$ cat src/rtl/irq_gate.sv
// irq_gate: per-line interrupt capture with edge/level detection, masking and holdoff throttling.
// Define IRQ_SYNC_EN to add a two-flop input synchronizer (one extra cycle of latency).
module irq_gate (
    input  logic        clk,
    input  logic        rst,
    input  logic [6:0]  src,
    input  logic        cfg_we,
    input  logic [1:0]  cfg_sel,
    input  logic [15:0] cfg_data,
    output logic [15:0] status,
    output logic        irq1,
    output logic        irq2,
    output logic        irq3,
    output logic        irq4,
    output logic        irq5,
    output logic        irq6,
    output logic        irq7
);

    localparam logic [7:0] HoldoffRst = 8'd8;
    localparam logic [1:0] SelMask    = 2'd0;
    localparam logic [1:0] SelMode    = 2'd1;
    localparam logic [1:0] SelHold    = 2'd2;
    localparam logic [1:0] SelW1c     = 2'd3;

    logic [6:0]      r_sample;
    logic [6:0]      r_prev;
    logic [6:0]      r_mask;
    logic [6:0]      r_mode;
    logic [6:0]      r_pend;
    logic [6:0]      r_irq;
    logic [7:0]      r_hold;
    logic [6:0][7:0] r_cnt;

    logic [6:0] w_event;
    logic [6:0] w_emit;
    logic [6:0] w_w1c;
    logic [6:0] w_mask_next;
    logic [6:0] w_pend_next;
    logic       w_unused;

    assign w_unused = ^cfg_data[15:8];

`ifdef IRQ_SYNC_EN
    logic [6:0] r_meta;

    // r_sample doubles as the second synchronizer flop.
    always_ff @(posedge clk) begin
        if (rst) begin
            r_meta   <= '0;
            r_sample <= '0;
        end else begin
            r_meta   <= src;
            r_sample <= r_meta;
        end
    end
`else
    always_ff @(posedge clk) begin
        if (rst) begin
            r_sample <= '0;
        end else begin
            r_sample <= src;
        end
    end
`endif

    always_comb begin
        w_event     = r_mask & r_sample & (r_mode | ~r_prev);
        w_emit      = '0;
        for (int n = 0; n < 7; n++) begin
            w_emit[n] = r_pend[n] && (r_cnt[n] == 8'd0);
        end
        w_mask_next = (cfg_we && (cfg_sel == SelMask)) ? cfg_data[6:0] : r_mask;
        w_w1c       = (cfg_we && (cfg_sel == SelW1c)) ? cfg_data[6:0] : 7'd0;
        // A fresh event wins over both the emit clear and a W1C on the same edge.
        w_pend_next = (r_pend & ~w_emit & ~w_w1c & w_mask_next) | w_event;
    end

    always_ff @(posedge clk) begin
        if (rst) begin
            r_prev <= '0;
            r_mask <= '0;
            r_mode <= '0;
            r_pend <= '0;
            r_irq  <= '0;
            r_hold <= HoldoffRst;
            r_cnt  <= '0;
        end else begin
            r_prev <= r_sample;
            r_mask <= w_mask_next;
            r_pend <= w_pend_next;
            r_irq  <= w_emit;
            if (cfg_we && (cfg_sel == SelMode)) begin
                r_mode <= cfg_data[6:0];
            end
            if (cfg_we && (cfg_sel == SelHold)) begin
                r_hold <= cfg_data[7:0];
            end
            for (int n = 0; n < 7; n++) begin
                if (w_emit[n]) begin
                    r_cnt[n] <= r_hold;
                end else if (r_cnt[n] != 8'd0) begin
                    r_cnt[n] <= r_cnt[n] - 8'd1;
                end
            end
        end
    end

    assign status = {1'b0, r_pend, 1'b0, r_mask};

    assign irq1 = r_irq[0];
    assign irq2 = r_irq[1];
    assign irq3 = r_irq[2];
    assign irq4 = r_irq[3];
    assign irq5 = r_irq[4];
    assign irq6 = r_irq[5];
    assign irq7 = r_irq[6];

endmodule

$ cat config.mk
export PLATFORM = sky130hd
export DESIGN_NAME = irq_gate
export DESIGN_NICKNAME = d
export VERILOG_FILES = /design/src/rtl/irq_gate.sv
export SDC_FILE = /design/constraint.sdc
export NUM_CORES = 1
export LEC_CHECK = 0
export ABC_CLOCK_PERIOD_IN_PS = 2000
export CAP_MARGIN = 20
export CORE_MARGIN = 3
export CORE_UTILIZATION = 50
export DETAILED_ROUTE_END_ITERATION = 7
export GPL_TIMING_DRIVEN = 0
export PLACE_DENSITY = 0.73
export SYNTH_ARGS = -nofsm -noshare
export SYNTH_HDL_FRONTEND = slang
export SYNTH_SLANG_ARGS = --single-unit
$ cat constraint.sdc
create_clock -name clk -period 2 [get_ports clk]
set_input_delay 0.3 -clock clk [delete_from_list [all_inputs] [get_ports clk]]
set_output_delay 0.3 -clock clk [all_outputs]
set_load 0.01 [all_outputs]
==> qor.csv, run 1 <==
stage,metric,value,unit
run_status,outcome,"complete, no violations",
synthesis,synth warn,0,
routing,DRT antenna net count,0,
synthesis,#FFs+latches synth,106,
sta,final hold violations,0,
cts,CTS Buf Count,9,
cts,"Reg clk slew, reported paths",110,ps
grt,first-pass GRT wire length,19600,um
cts,H-tree lvl count,3,
routing,detail-routed via count per cell,5.64,
worst_setup_path,"Slowest-stage cell, CP",or3b_4,
pwr,Logic pwr share,43.9,%
min_path,hold path cells,2,
synthesis,Synth cell types,59,
min_path,Hold Path Origin,rst,
sta,relative slew slack,50.8,%
synthesis,"Seq/Total Area, Yosys",44.1,%
worst_setup_path,crit path cell chain,inv_1 > ha_1 > or3b_4 > or3_1 > and2_1 > a211oi_1,
worst_setup_path,required time of the critical path,2300,ps
placed_design,routability cong.,0.828,
sta,unrepaired setup endpoints after global routing,false,
sta,Worst Clk Skew,14.0,ps
placed_design,Placed Cells,706,
grt,vias in the first global route,3828,
routing,average wire per standard cell,16.6,um
grt,GRT Util Overall,22.6,%
grt,initial antenna violation count,0,
die,Die H,104,um
pwr,Clock power frac,16.3,%
cts,CTS sink cnt,106,
pwr,Reg power frac,39.8,%
layout,most frequent cells in the layout,"106 x dfxtp_1, 55 x nor2_1, 41 x a21oi_1",
placed_design,IO buf count,39,
sta,worst setup margin,82.5,ps
cts,clock buffer depth,2,
synthesis,synthesized cell area,4810,sq um
sta,worst-margin pin slew,738,ps
cts,# hold bufs at CTS,0,
worst_setup_path,max incr delay on CP,430,ps
pwr,pwr/cell area,1390,nW/um^2
cts,CTS tree,done,
synthesis,Syn Area/Cell,8.96,sq um
routing,vias,4094,
synthesis,ys async rst share,0,%
placed_design,Placement Setup Slack,-93.1,ps
layout,fill count,817,
die,# rows,35,
cts,clk_lat worst skew,390,ps
worst_setup_path,reg2reg setup slack,80,ps
worst_setup_path,Arrival @ worst endpoint,2220,ps
die,die area,10800,sq um
synthesis,top_reg_cell synth,dfxtp_1,
die,Ports,51,
sta,minimum clock period,1920,ps
layout,"most common cell after layout, fill and taps aside",dfxtp_1,
pwr,NetSw,3.10,mW
flow_run,max-cap violation count,0,
pwr,Peak VDD IR,0.855,mV
layout,Area Growth Syn to Fin,16.2,%
grt,pin count of the biggest net entering global routing,20,
sta,Max Slew Vio Count,0,
synthesis,number of synthesized flops with an enable pin,0,
worst_setup_path,"critical path fanouts, max",5,
pwr,Leak Pwr,2.14,nW
worst_setup_path,worst path bufs/invs,1,
cts,Root Driver,clkbuf_8,
layout,Nets,627,
worst_setup_path,R2R depth,6,
routing,1st-iter DRT viols,217,
routing,total wire length,12000,um
worst_setup_path,worst reg2reg path startpoint,r_cnt[0],
sta,Final setup viols,0,
grt,total global routing overflow,0,
pwr,Net Sw Frac,39.8,%
die,Starting Density,51.8,%
routing,drc violations,0,
worst_setup_path,critical path type,flip-flop to flip-flop,
pwr,internal cell power,4.69,mW
placed_design,dpl hpwl,8240,um
worst_setup_path,critical path's top delay family,simple AND/OR/NAND/NOR gates,
worst_setup_path,reg-to-reg critical path endpoint,r_cnt[1],
worst_setup_path,Startpoint Class,flip-flop,
sta,Tcrit/Tclk final,95.9,%
routing,Initial DRT Pass Iterations,5,
sta,FMAX,522,MHz
synthesis,post-synthesis cell count,537,
die,DIE WIDTH,104,um
worst_setup_path,CP endpoint kind,flip-flop,
layout,fin cells,726,
min_path,worst hold path type,input pin to flip-flop,
layout,proportion of layout cells with a drive suffix above 1,8.88,%
die,core area,9280,sq um
layout,n_diodes,0,
min_path,Hold Crit Endpoint,r_prev[2],
-- worst max path at each step --
stage | cells past startpoint | slack [ps] | endpoint | startpoint
after floorplan | 7 | 220 | r_cnt[32] | r_cnt[32]
after global placement | 4 | -60 | r_irq[3] | rst
after detailed placement | 5 | -90 | r_cnt[19] | rst
after CTS | 6 | 50 | r_cnt[0] | r_cnt[0]
after global routing | 7 | 2 | r_cnt[32] | r_cnt[32]
final | 6 | 80 | r_cnt[1] | r_cnt[0]
-- state kept, by name, summed over array words and instances (netlist names) --
signal and count:
r_mask 7, r_irq 7, r_cnt 56, r_pend 7
r_mode 7, r_sample 7, r_hold 8, r_prev 7
-- logic make-up (layout without fill, tap and decap cells) --
| kind of cell | after synthesis | after routing | synth area share, % |
|---|---|---|---|
| AO/OA/AOI/OAI | 125 | 125 | 18.0 |
| AND/OR/NAND/NOR | 199 | 199 | 22.5 |
| other | 1 | 2 | 0.0779 |
| XOR/XNOR | 11 | 11 | 2.00 |
| adder cells (fa/ha/maj) | 7 | 7 | 1.82 |
| multiplexers | 32 | 32 | 6.73 |
| buffers and inverters | 56 | 115 | 4.73 |
| flip-flops | 106 | 106 | 44.1 |
-- cell usage after synthesis (all sizes together), types with 8 or more instances --
cell | n | area, sq um
nand2 | 38 | 143
o31ai | 8 | 60.1
nand3 | 14 | 70.1
o21ai | 13 | 68.8
nand2b | 12 | 75.1
or4 | 8 | 65.1
mux2i | 29 | 290
inv | 21 | 78.8
nor3 | 21 | 143
a21oi | 41 | 205
a211oi | 25 | 193
nor2 | 55 | 206
dfxtp | 106 | 2120
clkbuf | 28 | 110
or3 | 9 | 66.3
nor2b | 16 | 100
-- per-stage QoR --
stage               utilization (%)  hold WS (ps)  setup TNS (ps)  power, mW  cell area, sq um
floorplan                         -           428               0       5.71              4820
global placement               57.8           452            -235       6.23              5370
detailed placement             57.8           458            -610       6.39              5370
CTS                            59.8           378               0       7.65              5550
global route                   60.2           415               0       8.39              5590
finish                         60.2           372               0       7.79              5590
-- routing by layer --
layer  vias to the layer above  routed length [um]  track usage, %
li1                       2035                   -               -
met5                         -                   0               0
met4                         0                 225            7.79
met2                       122                5540            36.0
met1                      1911                5570            30.5
met3                        26                 694            4.66
-- power by group through the flow --
stage | registers (mW) | logic, mW | clock network (mW)
final | 3.10 | 3.42 | 1.27
after global routing | 3.17 | 3.86 | 1.36
after CTS | 3.08 | 3.28 | 1.29
after detailed placement | 3.13 | 3.27 | 0
after global placement | 3.10 | 3.13 | 0
after floorplan | 3.01 | 2.70 | 0
-- layout make-up --
class	count	area, sq um	area share [%]
well taps	129	161	2.89
plain buffers	34	145	2.60
multi-input cells	376	2470	44.3
repair buffers	44	428	7.65
clock buffers	9	124	2.22
clock inverters	7	57.6	1.03
inverters	21	78.8	1.41
flip-flops and latches	106	2120	38.0
-- worst register-to-register path: cells and delay by family (launching register included) --
family | cells | cell delay [ps]
adders and majority gates | 1 | 190
DFF | 1 | 360
and+or+nand+nor | 3 | 1040
buffers and inverters | 1 | 70
AOI/OAI and AO/OA | 1 | 190
-- timing repair --
item	4_1_cts	5_1_grt
pin swaps	1	2
cloned	0	0
setup endpoints to repair	1	5
hold endpoints to repair	0	0
buffers inserted	0	5
resized for setup	0	2
Power figures use the tool's default switching activity.
==> inputs of run 2 (changes only) <==
- ABC_CLOCK_PERIOD_IN_PS: 2000 -> 2430
- clock period: 2 -> 2.43 ns (I/O delays scaled with it)
==> run 2 against run 1 <==
  * Cell count fell by 0.55%
  * Count of clock-buffer cells in the layout is the same
  * Wire length decreased by 0.71%
  * Critical path depth rose by 1
  * Largest cell class unchanged
==> qor.csv, run 2 (same netlist as run 1, synthesis figures left out) <==
stage,metric,value,unit
run_status,outcome,"complete, no violations",
cts,CTS tree,done,
pwr,Leak Pwr,2.12,nW
layout,Area Growth Syn to Fin,15.3,%
worst_setup_path,Arrival @ worst endpoint,2320,ps
sta,FMAX,492,MHz
placed_design,IO buf count,39,
worst_setup_path,max incr delay on CP,440,ps
cts,clock buffer depth,2,
worst_setup_path,Startpoint Class,flip-flop,
cts,postcts setup bufs,0,
layout,fin cells,722,
routing,drc violations,0,
sta,worst-margin pin slew,737,ps
layout,max reg flops,56,
min_path,worst hold path type,input pin to flip-flop,
die,Die H,104,um
grt,GRT Util Overall,22.6,%
sta,Final setup viols,0,
placed_design,dpl hpwl,8240,um
worst_setup_path,critical path type,flip-flop to flip-flop,
sta,Max Slew Vio Count,0,
layout,n_diodes,0,
die,core area,9280,sq um
routing,average wire per standard cell,16.6,um
worst_setup_path,R2R depth,7,
layout,largest register by flop count,r_cnt,
routing,Initial DRT Pass Iterations,5,
layout,Nets,623,
sta,unrepaired setup endpoints after global routing,false,
routing,DRT antenna net count,0,
layout,proportion of layout cells with a drive suffix above 1,7.93,%
cts,CTS sink cnt,106,
cts,clk_lat worst skew,390,ps
grt,first-pass GRT wire length,19600,um
routing,total wire length,12000,um
die,Ports,51,
sta,setup TNS,0,ps
die,# rows,35,
routing,1st-iter DRT viols,289,
routing,vias,4079,
cts,H-tree lvl count,3,
min_path,Hold Path Origin,rst,
die,Starting Density,51.8,%
layout,most frequent cells in the layout,"106 x dfxtp_1, 55 x nor2_1, 41 x a21oi_1",
grt,total global routing overflow,0,
sta,Worst Clk Skew,13.8,ps
worst_setup_path,CP endpoint kind,flip-flop,
cts,CTS Buf Count,9,
grt,vias in the first global route,3827,
layout,"most common cell after layout, fill and taps aside",dfxtp_1,
die,DIE WIDTH,104,um
die,die area,10800,sq um
cts,"Reg clk slew, reported paths",110,ps
sta,Min Hold Slack,427,ps
pwr,Peak VDD IR,0.682,mV
worst_setup_path,crit path cell chain,inv_1 > ha_1 > or3b_1 > nor3_2 > buf_4 > o21ai_0 > a221oi_1,
pwr,pwr/cell area,1140,nW/um^2
sta,relative slew slack,50.8,%
worst_setup_path,reg-to-reg critical path endpoint,r_cnt[32],
layout,Largest regs,"r_cnt: 56 flops, r_hold: 8 flops",
placed_design,Placed Cells,706,
worst_setup_path,worst reg2reg path startpoint,r_cnt[32],
cts,# hold bufs at CTS,0,
worst_setup_path,required time of the critical path,2720,ps
cts,Root Driver,clkbuf_8,
grt,pin count of the biggest net entering global routing,20,
grt,initial antenna violation count,0,
placed_design,routability cong.,0.828,
sta,minimum clock period,2030,ps
min_path,Hold Crit Endpoint,r_prev[2],
worst_setup_path,"critical path fanouts, max",10,
sta,Tcrit/Tclk final,83.6,%
worst_setup_path,reg2reg setup slack,400,ps
cts,CTS resizes,0,
worst_setup_path,"Slowest-stage cell, CP",or3b_1,
min_path,hold path cells,2,
sta,final hold violations,0,
flow_run,max-cap violation count,0,
routing,detail-routed via count per cell,5.65,
-- run 2: changes by cell type in the layout (fill, tap and decap cells not counted) --
| cell | previous run | this run |
|---|---|---|
| clkbuf_1 | 23 | 24 |
| nor3_4 | 3 | 2 |
| nor3_2 | 2 | 3 |
| buf_4 | 8 | 3 |
| or3b_4 | 2 | 1 |
| or3b_1 | 0 | 1 |
-- run 2: worst max path at each step --
stage,from,end,depth (start not counted)
2_1_floorplan,r_cnt[32],r_cnt[32],7
3_3_place_gp,rst,r_irq[3],4
3_5_place_dp,rst,r_cnt[19],5
4_1_cts,r_cnt[32],r_cnt[32],7
5_1_grt,r_cnt[32],r_cnt[32],7
6_report,r_cnt[32],r_cnt[32],7
-- run 2: per-layer routing --
metal,share of wire [%],global-route usage [%],vias to the layer above
li1,-,-,2021
met1,47,30.5,1936
met2,45,36.0,96
met3,5.6,4.66,26
met4,2.0,7.79,0
met5,0,0,-
-- run 2: report_power, final --
group          switching, mW  total (mW)  internal, mW
Clock                  0.659        1.05         0.389
Combinational           1.44        2.71          1.27
Sequential             0.420        2.54          2.12
-- run 2: area by class of cell --
| type | count | area (sq um) |
|---|---|---|
| Fill cell | 825 | 3730 |
| Multi-Input combinational cell | 376 | 2470 |
| Clock buffer | 9 | 124 |
| Buffer | 35 | 149 |
| Tap cell | 129 | 161 |
| Sequential cell | 106 | 2120 |
| Inverter | 21 | 78.8 |
| Timing Repair Buffer | 39 | 390 |
| Clock inverter | 7 | 57.6 |
-- run 2: metrics by stage --
step	total power, mW	worst slack, ps	util, %	cell area, sq um
after floorplan	4.70	653	-	4820
after global placement	5.13	301	57.8	5370
after detailed placement	5.26	272	57.8	5370
after CTS	6.30	428	59.8	5550
after global routing	6.79	301	59.8	5550
final	6.30	398	59.8	5550
-- run 2: critical path, delay by kind of cell, from the launching register on --
family                     cells  cell delay, ps
DFF                            1             360
AOI/OAI and AO/OA              2             380
and+or+nand+nor                2             710
adders and majority gates      1             190
buffers and inverters          2             300
